`config.mk`:
```
export PLATFORM = sky130hd
export DESIGN_NAME = mem_arbiter
export DESIGN_NICKNAME = d
export VERILOG_FILES = /design/src/rtl/mem_arbiter.sv
export SDC_FILE = /design/constraint.sdc
export NUM_CORES = 1
export LEC_CHECK = 0
export CAP_MARGIN = 20
export CELL_PAD_IN_SITES_DETAIL_PLACEMENT = 1
export CELL_PAD_IN_SITES_GLOBAL_PLACEMENT = 1
export CORE_MARGIN = 3
export CORE_UTILIZATION = 29
export CTS_CLUSTER_DIAMETER = 200
export DETAILED_ROUTE_END_ITERATION = 10
export PLACE_DENSITY = 0.89
export SYNTH_ARGS = -nofsm -noshare
export SYNTH_HDL_FRONTEND = slang
export SYNTH_SLANG_ARGS = --single-unit
```
`constraint.sdc`:
```
create_clock -name Clk -period 3.4 [get_ports Clk]
set_input_delay 0.68 -clock Clk [delete_from_list [all_inputs] [get_ports Clk]]
set_output_delay 0.68 -clock Clk [all_outputs]
set_load 0.005 [all_outputs]
```
`src/rtl/mem_arbiter.sv`:
```
// Two-port round-robin arbiter in front of a single mfa/mfc handshake RAM; misaligned requests fail without touching RAM.
// Latency: ack 3 cycles after req sample when the RAM completes at once, 2 cycles for a misaligned error, timeout after TIMEOUT waits.
// Backpressure: requesters hold req until their ack; a RAM that keeps mfc high after ack stalls the next grant.
module mem_arbiter #(
    parameter int unsigned TIMEOUT = 15
) (
    input  logic        Clk,
    input  logic        Reset,
    input  logic        req0,
    input  logic        rw0,
    input  logic [1:0]  size0,
    input  logic [31:0] addr0,
    input  logic [31:0] wdata0,
    input  logic        req1,
    input  logic        rw1,
    input  logic [1:0]  size1,
    input  logic [31:0] addr1,
    input  logic [31:0] wdata1,
    output logic        ack0,
    output logic        ack1,
    output logic        err,
    output logic [31:0] rdata,
    output logic        ram_mfa,
    output logic        ram_rw,
    output logic [1:0]  ram_size,
    output logic [31:0] ram_addr,
    output logic [31:0] ram_wdata,
    input  logic [31:0] ram_rdata,
    input  logic        ram_mfc
);

    typedef enum logic [1:0] {
        IDLE    = 2'd0,
        ISSUE   = 2'd1,
        ACK     = 2'd2,
        RELEASE = 2'd3
    } state_t;

    localparam logic [7:0] TIMEOUT_CNT = 8'(TIMEOUT);

    state_t      state_q;
    state_t      state_d;
    logic        last_grant;
    logic        cur_port;
    logic        err_q;
    logic [7:0]  wait_cnt;
    logic [7:0]  wait_cnt_inc;
    logic        timed_out;
    logic        grant_en;
    logic        sel_port;
    logic        sel_rw;
    logic [1:0]  sel_size;
    logic [31:0] sel_addr;
    logic [31:0] sel_wdata;
    logic        sel_bad;

    // On a tie the port that did not win last time gets the grant.
    always_comb begin
        sel_port  = (req0 && req1) ? ~last_grant : req1;
        sel_rw    = sel_port ? rw1    : rw0;
        sel_size  = sel_port ? size1  : size0;
        sel_addr  = sel_port ? addr1  : addr0;
        sel_wdata = sel_port ? wdata1 : wdata0;
        case (sel_size)
            2'b00:   sel_bad = 1'b0;
            2'b01:   sel_bad = sel_addr[0];
            2'b10:   sel_bad = |sel_addr[1:0];
            default: sel_bad = 1'b1;
        endcase
    end

    assign wait_cnt_inc = wait_cnt + 8'd1;
    assign timed_out    = (wait_cnt_inc == TIMEOUT_CNT);

    always_comb begin
        state_d  = state_q;
        grant_en = 1'b0;
        ram_mfa  = 1'b0;
        ack0     = 1'b0;
        ack1     = 1'b0;
        err      = 1'b0;
        case (state_q)
            IDLE: begin
                if (req0 || req1) begin
                    grant_en = 1'b1;
                    state_d  = sel_bad ? ACK : ISSUE;
                end
            end
            ISSUE: begin
                ram_mfa = 1'b1;
                if (ram_mfc || timed_out) begin
                    state_d = ACK;
                end
            end
            ACK: begin
                ack0    = ~cur_port;
                ack1    = cur_port;
                err     = err_q;
                state_d = ram_mfc ? RELEASE : IDLE;
            end
            RELEASE: begin
                if (!ram_mfc) begin
                    state_d = IDLE;
                end
            end
            default: state_d = IDLE;
        endcase
    end

    always_ff @(posedge Clk) begin
        if (Reset) begin
            state_q    <= IDLE;
            last_grant <= 1'b1;
            cur_port   <= 1'b0;
            err_q      <= 1'b0;
            wait_cnt   <= 8'd0;
            ram_rw     <= 1'b1;
            ram_size   <= 2'b00;
            ram_addr   <= 32'd0;
            ram_wdata  <= 32'd0;
            rdata      <= 32'd0;
        end else begin
            state_q <= state_d;
            if (grant_en) begin
                last_grant <= sel_port;
                cur_port   <= sel_port;
                ram_rw     <= sel_rw;
                ram_size   <= sel_size;
                ram_addr   <= sel_addr;
                ram_wdata  <= sel_wdata;
                err_q      <= sel_bad;
                wait_cnt   <= 8'd0;
            end
            // Completion wins over a timeout landing on the same cycle.
            if (state_q == ISSUE) begin
                if (ram_mfc) begin
                    rdata <= ram_rdata;
                end else begin
                    wait_cnt <= wait_cnt_inc;
                    err_q    <= timed_out;
                end
            end
        end
    end

endmodule

```
==> results.tsv <==
metric	value	unit
IO Count	274	
Die W	134	um
Pwr Density	473	nW/um^2
top cells by count, synth	112 x dfxtp_1, 78 x nor2_1, 73 x nand2_1	
Total Power	3.77	mW
Int Pwr	2.71	mW
switching share of total power	28.2	%
pre-CTS setup slack	0.644	ns
Startpoint Class	flop	
Detailed Route Iter0 Violations	144	
Mean Syn Cell Area	8.94	sq um
worst-skew pair later-pin latency	0.34	ns
diode count	0	
top-count cell post-synth	dfxtp_1	
Least-Margin Pin Slew	0.774	ns
RSZ-0062 raised after global routing	no	
Synth cell types	41	
Max Root-Sink Buffers	2	
dpl cell area	7690	sq um
post-CTS setup buffer count	0	
Die Span Y	134	um
Top FF cell, synth	dfxtp_1	
Leak	2.92	nW
cells after synthesis	533	
CTS Buf Count	9	
max cap viols	0	
Min-Delay Path Class	flop to flop	
Resize count post-CTS	0	
Net Count, Synth	706	
mean routed wirelength per cell	17.0	um
Post-CTS Hold Fix Bufs	0	
DRC	0	
outcome	completed	
Synth Cell Area	4760	sq um
register bit total from synthesis	112	
layout cells sized above 1	3.68	%
P_sw	1.06	mW
fmax	0.420	GHz
Core Rows	46	
WS Path Type	flop to primary output	
largest net degree at the start of global routing	92	
crit path capture type	primary output	
top cells by area, synth	dfxtp_1 47%, mux2i_1 14%, a211oi_1 11%	
Hold Vio Cnt, Final	0	
Slew HR	48.4	%
All-Layer GR Usage	18.3	%
drt first pass iters	4	
FFs w/ async S/R, synth	0	%
setup violators final	0	
Yosys Warn Count	0	
CP Data Required Time	2.72	ns
Seq/Total Area, Yosys	47.1	%
setup_tns	0	ns
Reg power frac	42.0	%
clock net sink count	112	
routed vias	4832	
Antenna Violating Nets Remaining	0	
Layout Skew	0.00541	ns
DP HPWL	12900	um
CTS tree	yes	
Util after Layout	49.8	%
PortBufs	273	
first-pass GRT wire length	26300	um
Die Area	18000	sq um
maximum vdd drop	0.000245	V
Clk pwr share	27.7	%
via/cell ratio	4.82	
worst path arrival time	1.70	ns
Yosys top cell area share	47.1	%
GR Overflow Total	0	
combinational fraction of design power	30.4	%
Synth-to-Final Area Change	67.3	%
gpl congestion	0.742	
fin area	7970	sq um
Reg clk slew, reported paths	0.07	ns
number of flops mapped to enable cells by yosys	0	
H-tree Lvls	3	
Final min period	2.38	ns
vias in the first global route	5039	
starting density of the core	29.8	%
clock root cell	clkbuf_16	
final WL	17000	um
nets	956	
Max FO, Critical Path	8	
max-slew violations	0	
Synth area leader	dfxtp_1	
CORE AREA	16000	sq um
final setup margin	1.02	ns
antenna violations before repair	0	
final period utilization	70.0	%
==> state kept, by name, summed over array words and instances, names as in the netlist <==
register,flops
err_q,1
state_q,2
ram_wdata,32
wait_cnt,8
cur_port,1
ram_size,2
last_grant,1
rdata,32
ram_addr,32
ram_rw,1
==> area by class of cell <==
cell class | count | area, sq um
sequential | 112 | 2240
clock buffer | 12 | 236
fill | 1841 | 8030
inverter | 3 | 11.3
clock inverter | 3 | 43.8
multi-input combinational | 375 | 2330
tap | 216 | 270
timing repair buffer | 282 | 2840
==> stage by stage <==
stage                     std cells  hold WS, ns
after floorplan                 533        0.438
after global placement          988        0.441
after detailed placement        988        0.448
after CTS                      1003        0.459
after global routing           1003        0.485
final                          1003        0.456
==> layout by cell type, fill, tap and decap left out, types with 2 or more instances in the layout <==
master           synthesis  layout
a211oi_1                68      68
a21oi_1                 41      41
a41oi_1                  2       2
and2_1                   2       2
and3_1                   2       2
and3b_1                  2       2
buf_12                   0       3
buf_4                    2       7
clkbuf_1                19       3
clkbuf_16                0       9
clkdlybuf4s50_1          0     272
dfxtp_1                112     112
ha_1                     2       2
inv_1                    3       3
mux2i_1                 66      66
nand2_1                 73      73
nand2b_1                 2       2
nand3b_1                 4       4
nor2_1                  78      77
nor3_1                   3       3
nor4_1                   2       2
o21a_1                   2       2
o21ai_0                  7       7
or3b_1                   2       2
==> routing by layer <==
layer	GRT usage [%]	wire, um	vias up
li1	-	-	2383
met1	20.3	6860	2242
met2	32.6	8380	189
met3	6.34	1460	18
met4	6.22	319	0
met5	0	0	-
==> cells by family (layout without fill, tap and decap cells) <==
kind of cell    count (synthesis)  count (layout)  share of synthesized area, %
compound gates                130             130                          18.3
xor+xnor                        1               1                         0.184
fa+ha+maj                       2               2                         0.525
buf+inv                        46             300                          4.41
flops                         112             112                          47.1
mux                            66              66                          13.9
simple gates                  176             176                          15.6
==> critical path, cell delays in order (launching register included) <==
cell             delay (ns)
dfxtp_1                0.43
nor3b_1                0.33
clkdlybuf4s50_1        0.59
==> power groups by stage <==
stage,logic [mW],clock network (mW),registers (mW)
3_5_place_dp,1.16,0,1.61
4_1_cts,1.17,1.10,1.59
6_report,1.15,1.04,1.58
5_1_grt,1.25,1.15,1.61
2_1_floorplan,0.477,0,1.61
3_3_place_gp,1.14,0,1.60
==> worst paths after layout <==
check	start	endpoint	slack (ns)	depth (start not counted)
max	state_q[1]	ack0	1.02	2
min	rdata[26]	rdata[26]	0.46	2
max reg2reg	last_grant	ram_addr[15]	1.55	4
min reg2reg	rdata[26]	rdata[26]	0.46	2
(Power assumes the default switching activity.)
